## src/rtl/reg_cmd_sequencer.sv

```systemverilog
// Command sequencer that drives an external n-bit register (clear/load/inc/dec)
// through its E/FunSel/I controls, repeating inc/dec and stopping at the register limits.
module reg_cmd_sequencer #(
    parameter int N = 8
) (
    input  logic         clk,
    input  logic         rst_n,
    input  logic         cmd_valid,
    output logic         cmd_ready,
    input  logic [1:0]   cmd_op,
    input  logic [N-1:0] cmd_data,
    input  logic [3:0]   cmd_count,
    input  logic [N-1:0] q,
    output logic         e,
    output logic [1:0]   funsel,
    output logic [N-1:0] i,
    output logic         busy,
    output logic         done,
    output logic         sat
);

    typedef enum logic [1:0] {
        IDLE = 2'd0,
        EXEC = 2'd1,
        FIN  = 2'd2
    } state_t;

    localparam logic [1:0] OP_CLR  = 2'b00;
    localparam logic [1:0] OP_LOAD = 2'b01;
    localparam logic [1:0] OP_DEC  = 2'b10;
    localparam logic [1:0] OP_INC  = 2'b11;

    state_t       state_q, state_d;
    logic [1:0]   op_q;
    logic [N-1:0] data_q;
    logic [3:0]   cnt_q;
    logic         sat_q;
    logic         accept;
    logic         at_limit;

    assign accept = (state_q == IDLE) && cmd_valid;

    // Another step would wrap the register, so the command ends without issuing it.
    assign at_limit = ((op_q == OP_DEC) && (q == '0)) ||
                      ((op_q == OP_INC) && (q == '1));

    // NOTE: sequential state uses non-blocking assignments so every flop samples
    // pre-edge values; blocking here would create order-dependent races.
    always_ff @(posedge clk or negedge rst_n) begin
        if (!rst_n) begin
            state_q <= IDLE;
        end else begin
            state_q <= state_d;
        end
    end

    always_ff @(posedge clk or negedge rst_n) begin
        if (!rst_n) begin
            op_q   <= OP_CLR;
            data_q <= '0;
            cnt_q  <= '0;
            sat_q  <= 1'b0;
        end else if (accept) begin
            op_q   <= cmd_op;
            data_q <= cmd_data;
            cnt_q  <= (cmd_count == 4'd0) ? 4'd1 : cmd_count;
            sat_q  <= 1'b0;
        end else if (state_q == EXEC) begin
            if (at_limit) begin
                sat_q <= 1'b1;
            end else if ((op_q == OP_DEC) || (op_q == OP_INC)) begin
                cnt_q <= cnt_q - 4'd1;
            end
        end
    end

    // NOTE: each combinational block assigns a default before the case so no
    // path leaves an output unassigned, which would otherwise infer a latch.
    always_comb begin
        state_d = state_q;
        case (state_q)
            IDLE: if (cmd_valid) state_d = EXEC;
            EXEC: begin
                if (at_limit || (op_q == OP_CLR) || (op_q == OP_LOAD) || (cnt_q == 4'd1)) begin
                    state_d = FIN;
                end
            end
            FIN:     state_d = IDLE;
            default: state_d = IDLE;
        endcase
    end

    always_comb begin
        e         = 1'b0;
        funsel    = OP_CLR;
        i         = '0;
        done      = 1'b0;
        sat       = 1'b0;
        cmd_ready = (state_q == IDLE);
        busy      = (state_q != IDLE);
        case (state_q)
            EXEC: begin
                e      = !at_limit;
                funsel = op_q;
                i      = data_q;
            end
            FIN: begin
                done = 1'b1;
                sat  = sat_q;
            end
            default: ;
        endcase
    end

endmodule
```

## config.mk

```make
export PLATFORM = sky130hd
export DESIGN_NAME = reg_cmd_sequencer
export DESIGN_NICKNAME = d
export VERILOG_FILES = /design/src/rtl/reg_cmd_sequencer.sv
export SDC_FILE = /design/constraint.sdc
export NUM_CORES = 1
export LEC_CHECK = 0
export BUFFER_PORTS_ARGS = -buffer_cell sky130_fd_sc_hd__buf_2
export CAP_MARGIN = 20
export CELL_PAD_IN_SITES_DETAIL_PLACEMENT = 2
export CELL_PAD_IN_SITES_GLOBAL_PLACEMENT = 2
export CORE_AREA = 2 2 48 73
export CTS_BUF_LIST = sky130_fd_sc_hd__clkbuf_8
export CTS_CLUSTER_DIAMETER = 100
export DETAILED_ROUTE_END_ITERATION = 8
export DIE_AREA = 0 0 50 75
export PLACE_DENSITY_LB_ADDON = 0.2
export SETUP_SLACK_MARGIN = 0.15
export SLEW_MARGIN = 30
export SYNTH_ARGS = -nofsm -noshare
export SYNTH_HDL_FRONTEND = slang
export SYNTH_SLANG_ARGS = --single-unit
```

## constraint.sdc

```tcl
create_clock -name clk -period 2.6 [get_ports clk]
set_input_delay 0.26 -clock clk [delete_from_list [all_inputs] [get_ports clk]]
set_output_delay 0.26 -clock clk [all_outputs]
set_load 0.1 [all_outputs]
```

==> run summary, run 1 <==
The first detailed-routing pass ran for 3 iterations. The top layer reached by signal wires is met4. Synthesis produced a netlist whose cell count is 84. STA classifies the critical path startpoint as a flop. For this run, the slowest stage of the critical path takes 0.56 ns. Of the cells placed in the final design, the portion with a size suffix greater than 1 is 54.0%. For the overflow left after global routing, the log shows 0. TritonCTS built the clock tree. The logs give 16.5% for the all-layer global routing usage and 1 for the hold buffer count at CTS. In this run the worst path has a maximum fanout of 10.

From synthesis to final layout, the design area changed by 32.8%. In this run the core area contains 25 standard-cell rows. In this run the post-CTS setup repair buffer count came out at 0. STA classifies the critical path endpoint as an output port.

The logs give 0 for the max-capacitance violation count and 0 ns for the total negative slack. The clock drives 17 sinks. The routed design uses 1670 µm of met2 wire.

Data on the critical path is required at its endpoint by 2.34 ns. The signal on the critical path passes through or4b_4, nor4_4, buf_4, nor3b_2, buf_2. Timing would allow up to 442 MHz.

In the routed design, unresolved DRC markers number 0. The minimum clock period was 2.26 ns; the hold slack was 0.242 ns. STA puts the critical path data arrival time at 2.00 ns.

The tools report the max-slew violation count as 0. The distinct cell type count after synthesis is 27, and the via count of the first global-routing pass is 970. The first-pass GRT wire length is 4580 µm, and the amount of wire on met3 after detailed routing is 111 µm. The floorplan step set the die width to 50 µm. The number of levels the H-tree was split into was 1; the placed wire-length estimate was 2100 µm. During placement, the flow inserted port buffers numbering 39. The final count of negative-setup-slack endpoints came out at 0. The classification of the worst-slack hold path is primary input to flop.

TritonCTS created 3 clock buffers. Height of the chip: 75 µm. For the worst-skew pair, the clock arrives at the later sink with an insertion delay of 0.25 ns. The clock passes through at most 2 buffers. For this configuration, the core starts out at a cell density of 30.1%. Routability congestion estimate: 0.693. The routed design has 2690 µm of wire. The run gives 0 as the number of warnings reported in the yosys synthesis log.

Setup repair after global routing left no endpoint under its margin. The number of gates resized after CTS was 0. The floorplan step defined a core boundary enclosing 3100 µm². 40 I/O pins were placed. The run finished with clean final reports.

Number of antenna violations at the first check in global routing: 0. In the routed layout, each cell is associated on average with a via count of 5.09. The flop and latch count out of synthesis is 17, and the detailed-route via count is 845. For the met1 routed wirelength after detailed routing, the log shows 845 µm. The worst setup skew after layout is 0.00301 ns. The worst setup path is of the flop to output port kind.

For the net count after synthesis, the log shows 111. The floorplan step defined a die boundary enclosing 3750 µm². The logs give 21 for the largest net degree at the start of global routing and 48.4% for the normalized max-slew margin. The tools report the root buffer cell as clkbuf_8. After synthesis, flip-flops and latches occupy 45.6% of the total area.

After synthesis, the mean cell area works out to 11.1 µm². For the number of hold violations in the final report, the log shows 0. The count of nets left with antenna violations once routing finished came out at 0. Clock-pin slew was measured on the worst setup and hold paths at 0.07 ns. The tools report the number of diodes as 0. The slew at the pin with the worst max-slew slack is 0.772 ns, and the mean routed wirelength per cell is 16.2 µm. For this design, the slowest cell found on the critical path is or4b_4. The number of design-rule violations left by the first detailed-router iteration is 20. For the number of nets in the layout, the log shows 154. In the finished design, the share of the clock period the worst path needs comes to 87.1%. The cell area after synthesis came out at 932 µm².
[cells in the mapped netlist, drive strengths merged]
| library cell | instances | area, µm² |
|---|---|---|
| a22o | 1 | 10.0 |
| a31oi | 4 | 25.0 |
| and2 | 10 | 63.8 |
| clkbuf | 3 | 11.3 |
| dfrtp | 17 | 425 |
| ha | 2 | 25.0 |
| inv | 4 | 15.0 |
| mux2 | 10 | 113 |
| nand2 | 4 | 15.0 |
| nand4 | 2 | 12.5 |
| nor2 | 3 | 11.3 |
| nor2b | 2 | 20.0 |
| nor3 | 3 | 20.0 |
| nor3b | 2 | 15.0 |
| nor4 | 1 | 21.3 |
| o31a | 1 | 10.0 |
| o31ai | 4 | 30.0 |
| o41ai | 1 | 8.76 |
| or2 | 3 | 18.8 |
| or3 | 1 | 6.26 |
| or4 | 5 | 41.3 |
| or4b | 1 | 13.8 |
[per-layer routing]
metal	up-vias	track usage, %
met5	-	0
met3	6	2.38
met2	27	34.2
met1	423	15.1
met4	0	8.02
li1	389	-
[area by class of cell]
| class | count | area [µm²] |
|---|---|---|
| Sequential cell | 17 | 425 |
| Clock inverter | 1 | 5.00 |
| Inverter | 4 | 15.0 |
| Timing Repair Buffer | 41 | 213 |
| Fill cell | 351 | 1860 |
| Tap cell | 40 | 50.0 |
| Clock buffer | 3 | 41.3 |
| Multi-Input combinational cell | 60 | 488 |
[path summary, 6_finish.rpt]
kind                             endpoint  slack (ns)  cells past startpoint        start
worst max-delay path                    e        0.34                      5      op_q[0]
worst min-delay path            data_q[0]        0.24                      2  cmd_data[0]
worst max register to register   cnt_q[2]        0.62                      6   state_q[1]
worst min register to register      sat_q        0.50                      1        sat_q
max in group asynchronous        cnt_q[1]        1.85                      2        rst_n
min in group asynchronous       data_q[0]        0.47                      2        rst_n
[cells in the final DEF, fill, tap and decap left out, drive strengths merged]
cell type / count
or2: 3
clkbuf: 3
o31a: 1
and2: 10
nand2: 4
nor2b: 2
dlygate4sd3: 1
dfrtp: 17
nor3b: 2
clkinv: 1
a22o: 1
nor4: 1
a31oi: 4
nand4: 2
nor2: 3
o41ai: 1
mux2: 10
or4b: 1
o31ai: 4
ha: 2
or3: 1
inv: 4
buf: 40
or4: 5
nor3: 3
[through the flow]
step	cell area (µm²)	util (%)	instances	worst slack, ns
finish	1240	40.0	166	0.336
global placement	1180	38.1	161	0.647
CTS	1240	40.0	166	0.329
global route	1240	40.0	166	0.262
detailed placement	1180	38.1	161	0.605
floorplan	940	-	84	0.151
[logic make-up (layout without fill, tap and decap cells)]
family / after synthesis / after routing / synth area share, %
DFF: 17 / 17 / 45.6
adders and majority gates: 2 / 2 / 2.68
and+or+nand+nor: 37 / 37 / 27.8
buffers and inverters: 7 / 49 / 2.82
AOI/OAI and AO/OA: 11 / 11 / 8.99
muxes: 10 / 10 / 12.1
[flip-flops by register name, indices dropped and copies added, names as in the netlist]
| signal | flops |
|---|---|
| sat_q | 1 |
| data_q | 8 |
| cnt_q | 4 |
| op_q | 2 |
| state_q | 2 |
[worst max-delay path: cells and delay by family (launching register included)]
family / cells / cell delay, ns
flip-flops: 1 / 0.40
buffers and inverters: 2 / 0.53
AND/OR/NAND/NOR: 3 / 0.84
Power of run 1 is not shown: default switching activity piles up to over one toggle a cycle in this logic, so the estimate is an artifact.
==> inputs of run 2 (changes only) <==
ABC_AREA = 1   (was default)
CORE_AREA = 2 2 52 78   (was 2 2 48 73)
DIE_AREA = 0 0 54 80   (was 0 0 50 75)
==> run 2 against run 1 <==
Compared with the run above: register-to-register slack gained 0.56 ns; critical endpoint is now funsel[1]; utilization shrank 4.3 points; synthesized cell count grew 55%; flip-flop and latch count is the same.
==> run summary, run 2 <==
The run gives 4320 µm² (was 3750 µm²) as the total die area. The tools report the arrival time reported for the critical path endpoint as 1.62 ns (was 2.00 ns). Worst stage delay on the critical path: 0.44 ns (was 0.56 ns). The multiplexer share of the synthesized area was 0% (was 12.1%); the achievable clock frequency was 531 MHz (was 442 MHz).

The logs give 0 (unchanged) for the number of warnings reported in the yosys synthesis log and 40 (unchanged) for the number of placed I/O pins. The largest net degree at the start of global routing is 29 (was 21). The clock slew seen by the registers of the worst setup and hold paths is 0.08 ns (was 0.07 ns). Cell Chain, Critical Path: inv_1, nand2_2, nor2_4, buf_2 (was or4b_4, nor4_4, buf_4, nor3b_2, buf_2). The tools report the distinct cell type count after synthesis as 21 (was 27). Static power due to leakage: 0.000716 µW.

Library cell with the largest summed area after synthesis: dfrtp_1 (unchanged). The tools report the max-slew violation count as 0 (unchanged). The via density per instance works out to 4.64 (was 5.09).

For the final antenna-violating net count, the log shows 0 (unchanged). Mean routed wirelength per cell: 13.3 µm (was 16.2 µm). The overflow left after global routing was 0 (unchanged). The count of buffers inserted at the top-level ports is 39 (unchanged), and the logic depth of the worst setup path including buffers is 4 (was 5).

The endpoint required time on the critical path is 2.34 ns (about the same), and the portion of synthesized cell area occupied by the leading cell type is 41.8% (was 45.6%). The run gives 67.2% (was 48.4%) as the normalized max-slew margin. The all-layer global routing usage was 14.8% (was 16.5%); the slew at the pin with the worst max-slew slack was 0.496 ns (was 0.772 ns). The synthesized area per cell was 7.82 µm² (was 11.1 µm²); the routability congestion estimate was 0.714 (was 0.693). For the number of diodes, the log shows 0 (unchanged). The run gives 0 ns (unchanged) as the total negative slack. The run finished with clean final reports. The endpoint of the lowest-slack register-to-register path was cnt_q[0] (was cnt_q[2]). Dominant cells by area after synthesis: dfrtp_1, nand2_1, o21ai_2 (was dfrtp_1, mux2_2, and2_1).

The combinational family with the most area after synthesis is simple AND/OR/NAND/NOR gates (unchanged). Max-capacitance violation count: 0 (unchanged). The register containing the most flip-flops in the final layout was data_q (unchanged).

The critical path's top delay family was buffers and inverters (was simple AND/OR/NAND/NOR gates). The final count of negative-setup-slack endpoints was 0 (unchanged); the power density over the cells was 1450 nW/µm². The width of the die came out at 54 µm (was 50 µm). The most common library cell in the layout ignoring fill and taps is buf_2 (unchanged). The number of antenna violations at the first check in global routing was 0 (unchanged); the minimum clock period was 1.88 ns (was 2.26 ns). The kind of launch point of the worst setup path was a flop (unchanged).

The most instantiated flip-flop cell in the synthesis netlist was dfrtp_1 (unchanged). The tools report the end of the critical path as funsel[1] (was e). Registers with the highest flip-flop counts: data_q: 8 flops, cnt_q: 4 flops (unchanged). The number of enable flip-flop cells after synthesis was 0 (unchanged).

The tools report the detailed-route via count as 992 (was 845). The net count after synthesis was 157 (was 111). The most frequently used cell type in the post-synthesis netlist is nand2_1 (was dfrtp_1).

The post-synthesis share of cell area spent on full adders, half adders and majority gates was 2.46% (was 2.68%); the number of detailed-route iterations in the first pass was 4 (was 3). For the overall power of the completed layout, the log shows 1890 µW. The root buffer cell was clkbuf_8 (unchanged).

Number of remaining DRC errors: 0 (unchanged). The run gives 1120 (was 970) as the via count of the first global-routing pass. The critical path buffer and inverter count is 2 (unchanged), and the flop and latch count out of synthesis is 17 (unchanged). Worst setup path category: flop to output port (unchanged).

TritonCTS built the clock tree. The number of flip-flops in the largest register came out at 8 (unchanged). The logs give 130 (was 84) for the number of instances in the synthesized netlist and 2 (unchanged) for the deepest clock path buffer count. The critical path capture point type was an output port (unchanged). The run gives 199 (was 154) as the number of nets in the layout. The xor/xnor share of the synthesized area is 0.861% (was 0%), and the proportion of layout cells with a drive suffix above 1 is 35.7% (was 54.0%).

Worst setup skew after layout: 0.00908 ns (was 0.00301 ns). The origin of the critical flop-to-flop path was state_q[0] (was state_q[1]). The total number of clock tree sinks is 17 (unchanged), and the height of the chip is 80 µm (was 75 µm). The share of the clock period used by the worst path was 72.4% (was 87.1%).

The async set or reset register ratio after synthesis is 100% (unchanged), and the number of levels the H-tree was split into is 1 (unchanged). Commonest cells in the netlist: nand2_1, inv_1, nor2_1 (was dfrtp_1, mux2_2, and2_1). The depth of the worst register-to-register path works out to 7 (was 6). The classification of the worst-slack hold path is primary input to flop (unchanged). The number of design-rule violations left by the first detailed-router iteration is 14 (was 20), and the latest clock arrival within the worst-skew pair is 0.25 ns (about the same).

The cell area after synthesis was 1020 µm² (was 932 µm²). The maximum vdd drop was 0.597 mV; the number of hold violations in the final report was 0 (unchanged). The TritonCTS buffer count came out at 3 (unchanged). The run gives 2310 µm (was 2100 µm) as the placed wire-length estimate. The run gives 27.9% (was 30.1%) as the effective utilization at floorplan.

The compound-gate portion of the synthesized area is 12.3% (was 8.99%). Top library cells by usage in the layout, fill and taps aside: buf_2, nand2_1, inv_1, nor2_1, dfrtp_1 (was buf_2, dfrtp_1, mux2_2, and2_1). The logs give 41.8% (was 45.6%) for the portion of the post-synthesis area used by sequential elements and 1.18 ns (was 0.62 ns) for the setup slack on the worst flop-to-flop path. The basic-gate share of the synthesized area counting and, or, nand and nor cells was 31.9% (was 27.8%); the placement row count was 27 (was 25). The launch point of the worst path was state_q[1] (was op_q[0]). Setup repair after global routing left no endpoint under its margin.

Area added between synthesis and finish: 27.8% (was 32.8%). The cell type of the slowest stage on the worst timing path is buf_2 (was or4b_4). The biggest fanout along the worst timing path was 12 (was 10). For the core area, the log shows 3650 µm² (was 3100 µm²). The run gives 2850 µm (was 2690 µm) as the final wirelength. The tools report the number of setup buffers added after CTS as 0 (unchanged). The first-pass GRT wire length was 4800 µm (was 4580 µm).
==> run 2: logic make-up (layout without fill, tap and decap cells) <==
kind of cell,Yosys count,in the layout
flip-flops,17,17
XOR/XNOR,1,1
buffers and inverters,24,65
adder cells (fa/ha/maj),2,2
AO/OA/AOI/OAI,17,17
AND/OR/NAND/NOR,69,69
==> run 2: layer usage <==
layer	GRT usage [%]	vias to the layer above	part of all wire [%]	wire length, µm
met2	29.1	25	57	1620
li1	-	481	-	-
met5	0	-	0	0
met3	2.25	2	5.4	154
met4	4.00	0	0.77	22
met1	15.1	484	37	1050
==> run 2: worst min-delay path, cell delays in order <==
cell	delay, ns
buf_2	0.08
nand2_1	0.06
o21ai_2	0.05
==> run 2: report_power, final <==
| part | switching, µW | internal (µW) |
|---|---|---|
| sequential | 70.3 | 383 |
| clock | 95.9 | 106 |
| combinational | 973 | 257 |
| total | 1140 | 746 |
==> run 2: layout make-up <==
type | instances | area [µm²]
sequential | 17 | 425
clock buffer | 3 | 41.3
timing repair buffer | 40 | 205
fill | 455 | 2350
clock inverter | 1 | 5.00
inverter | 21 | 81.3
multi-input combinational | 89 | 488
tap | 43 | 53.8
==> run 2: through the flow <==
stage	hold slack [ns]	util, %	std cells	setup slack, ns	cell area (µm²)
global route	0.213	35.6	214	0.610	1300
floorplan	-0.0356	-	130	0.295	1020
CTS	0.212	35.6	214	0.685	1300
global placement	0.213	34.1	209	1.01	1240
finish	0.214	35.6	214	0.717	1300
detailed placement	0.225	34.1	209	0.960	1240
==> run 2: worst min-delay path by stage <==
| stage | start | end | slack [ns] | cells past startpoint |
|---|---|---|---|---|
| 5_1_grt | cmd_data[5] | data_q[5] | 0.21 | 3 |
| 4_1_cts | cmd_data[5] | data_q[5] | 0.21 | 3 |
| 3_3_place_gp | rst_n | sat_q | 0.21 | 1 |
| 2_1_floorplan | rst_n | cnt_q[0] | -0.04 | 0 |
| 3_5_place_dp | rst_n | sat_q | 0.23 | 1 |
| 6_report | cmd_data[5] | data_q[5] | 0.21 | 3 |
==> run 2: timing repair <==
item,in CTS,in global routing
hold buffers,1,0
endpoints found under the hold margin,17,0
gates resized for setup,0,0
Note: power is estimated with default switching activity, not from simulation.
==> inputs of run 3 (changes only) <==
ABC_AREA = 0   (was 1)
CORE_AREA = 2 2 52 79   (was 2 2 52 78)
DIE_AREA = 0 0 54 81   (was 0 0 54 80)
clock period = 1.5 ns   (was 2.6 ns; I/O delays follow)
==> run 3 against run 2 <==
Compared with the run above: the run now ends with setup timing left; register-to-register slack got worse by 1.4 ns; flip-flop and latch count unchanged; setup slack worse by 1.0 ns; combinational power rose to 2.9 times the previous value; die area grew 1.3%; largest cell class is now non-clock buffers; first-iteration DRC count decreased by 86%; critical endpoint is now e; global-route usage grew 3.9 points; clock-buffer cell count unchanged; clock skew decreased by 0.0080 ns; power rose to 2.5 times the previous value; critical path depth stayed put; wire length increased by 35%.
==> run summary, run 3 (same netlist as run 1, synthesis figures left out) <==
The flow ran to the end, but the final reports show violations. The checks that failed: setup timing. The tools report the max-slew violation count as 0 (unchanged). The number of placed I/O pins is 40 (unchanged), and the worst-case setup margin in the final layout is -0.295 ns (was 0.717 ns). Setup repair after global routing could not meet its margin everywhere. The latest clock arrival within the worst-skew pair was 0.26 ns (was 0.25 ns). For the routability congestion estimate, the log shows 0.756 (was 0.714).

The number of detailed-route iterations in the first pass came out at 2 (was 4). The TritonCTS buffer count is 3 (unchanged), and the setup slack on the worst flop-to-flop path is -0.24 ns (was 1.18 ns). Root buffer cell: clkbuf_8 (unchanged).

The number of diodes came out at 0 (unchanged). The maximum vdd drop is 1.40 mV (was 0.597 mV), and the number of nets in the layout is 182 (was 199). Classification of the worst-slack hold path: primary input to flop (unchanged). The mean routed wirelength per cell was 19.4 µm (was 13.3 µm).

After layout, the worst path uses 120% of the clock period. The tools report the number of hold violations in the final report as 0 (unchanged). The tools report the deepest clock path buffer count as 2 (unchanged). The slew at the pin with the worst max-slew slack is 0.444 ns (was 0.496 ns), and the power density over the cells is 2540 nW/µm² (was 1450 nW/µm²). The most common library cell in the layout ignoring fill and taps was buf_2 (unchanged). The run gives 0 (unchanged) as the max-capacitance violation count. Derived from the worst setup path, the maximum achievable clock frequency is 557 MHz. The core area is 3780 µm² (was 3650 µm²), and the largest net degree at the start of global routing is 18 (was 29).

The normalized max-slew margin was 70.3% (was 67.2%). Number of remaining DRC errors: 0 (unchanged). Registers with the highest flip-flop counts: data_q: 8 flops, cnt_q: 4 flops (unchanged).

The minimum clock period was 1.79 ns; the clock slew seen by the registers of the worst setup and hold paths was 0.07 ns (was 0.08 ns). The critical path capture point type is an output port (unchanged). Register containing the most flip-flops in the final layout: data_q (unchanged). The detailed-route via count was 981 (was 992); the final count of negative-setup-slack endpoints was 24 (was 0). The logs give 1.64 ns (was 1.62 ns) for the arrival time reported for the critical path endpoint and 1 (unchanged) for the number of levels the H-tree was split into. The combinational cell fraction of total power is 74.8% (was 65.2%), and the all-layer global routing usage is 18.7% (was 14.8%).

The number of flip-flops in the largest register was 8 (unchanged). The run gives 0 (unchanged) as the overflow left after global routing. The final antenna-violating net count was 0 (unchanged); the effective utilization at floorplan was 24.6% (was 27.9%). Top library cells by usage in the layout, fill and taps aside: buf_2, dfrtp_1, buf_12, buf_4 (was buf_2, nand2_1, inv_1, nor2_1, dfrtp_1).

The kind of launch point of the worst setup path is a flop (unchanged). The run gives 17 (unchanged) as the total number of clock tree sinks. The final wirelength is 3860 µm (was 2850 µm), and the first-pass GRT wire length is 5630 µm (was 4800 µm).

The area added between synthesis and finish came out at 102% (was 27.8%). The number of antenna violations at the first check in global routing was 0 (unchanged); the hold slack was 0.125 ns (was 0.214 ns). The worst setup path category was flop to output port (unchanged). Via count of the first global-routing pass: 1119 (was 1120). The placed wire-length estimate was 2270 µm (was 2310 µm).

The total die area is 4370 µm² (was 4320 µm²). The internal power was 2500 µW (was 746 µW); the count of buffers inserted at the top-level ports was 39 (unchanged). The overall power of the completed layout was 4790 µW (was 1890 µW); the static power due to leakage was 0.000879 µW (was 0.000716 µW).

The tools report the placement row count as 28 (was 27). TritonCTS built the clock tree. The worst slack after detailed placement came out at -0.277 ns (was 0.960 ns). The tools report the worst setup skew after layout as 0.00107 ns (was 0.00908 ns).

The total negative slack was -3.01 ns (was 0 ns); the switching power was 2290 µW (was 1140 µW). The width of the die is 54 µm (unchanged). The clock share of power was 7.4% (was 10.7%); the number of design-rule violations left by the first detailed-router iteration was 2 (was 14). The sequential share of power was 17.8% (was 24.1%). Proportion of layout cells with a drive suffix above 1: 73.4% (was 35.7%). The via density per instance came out at 4.93 (was 4.64). The biggest fanout along the worst timing path is 2 (was 12), and the endpoint required time on the critical path is 1.35 ns (was 2.34 ns). The net switching share of the total power came out at 47.8% (was 60.4%). The tools report the fraction of the core area covered by cells at the end of the flow as 49.8% (was 35.6%). The height of the chip came out at 81 µm (was 80 µm).
-- run 3: cell types whose count changed in the layout (fill, tap and decap cells not counted), sizes merged, moves of 3 or more --
cell | previous run | this run
and2 | 1 | 10
or2 | 0 | 3
nand2 | 35 | 4
or4 | 0 | 5
nor2 | 20 | 3
buf | 39 | 67
mux2 | 0 | 10
o31ai | 0 | 4
o21ai | 16 | 0
a31oi | 0 | 4
inv | 21 | 2
nand3 | 10 | 0
-- run 3: final timing paths --
check / from / end / cells after the start
max in group asynchronous: rst_n / data_q[6] / 2
max: op_q[0] / e / 4
min in group asynchronous: rst_n / data_q[1] / 2
min reg2reg: data_q[7] / data_q[7] / 1
max reg2reg: op_q[0] / cnt_q[3] / 6
min: cmd_data[1] / data_q[1] / 2
-- run 3: repair_timing --
| item | in CTS | in global routing |
|---|---|---|
| hold buffers | 1 | 0 |
| endpoints found under the hold margin | 17 | 0 |
| setup buffers | 4 | 5 |
| pin swaps | 10 | 12 |
| endpoints found under the setup margin | 31 | 32 |
| cloned | 3 | 0 |
| resized for setup | 25 | 8 |
-- run 3: area by class of cell --
class,instances,area (µm²)
multi-input cells,60,583
flip-flops and latches,17,425
well taps,45,56.3
clock inverters,1,5.00
fillers,387,1900
repair buffers,69,751
inverters,4,22.5
clock buffers,3,41.3
-- run 3: worst max-delay path, cell delays in order, from the launching register on --
cell     delay, ns
dfrtp_1       0.40
or4b_4        0.50
nor4_4        0.20
nor3b_2       0.09
buf_6         0.20
-- run 3: metrics by stage --
step                instance area (µm²)  instances
CTS                                1800        194
global route                       1880        199
finish                             1880        199
detailed placement                 1550        182
floorplan                           985         84
global placement                   1550        182
-- run 3: metal layers --
layer / wire, µm / track usage (%) / part of all wire, %
met2: 2460 / 36.2 / 64
met1: 1190 / 17.6 / 31
met4: 94 / 10.8 / 2.4
met5: 0 / 0 / 0
met3: 114 / 2.39 / 3.0
-- run 3: power by group through the flow --
| stage | combinational [µW] | clock (µW) | sequential [µW] |
|---|---|---|---|
| after detailed placement | 2950 | 0 | 819 |
| after global placement | 2890 | 0 | 797 |
| after global routing | 3760 | 384 | 886 |
| after floorplan | 1890 | 0 | 793 |
| after CTS | 3360 | 375 | 820 |
| final | 3590 | 355 | 851 |
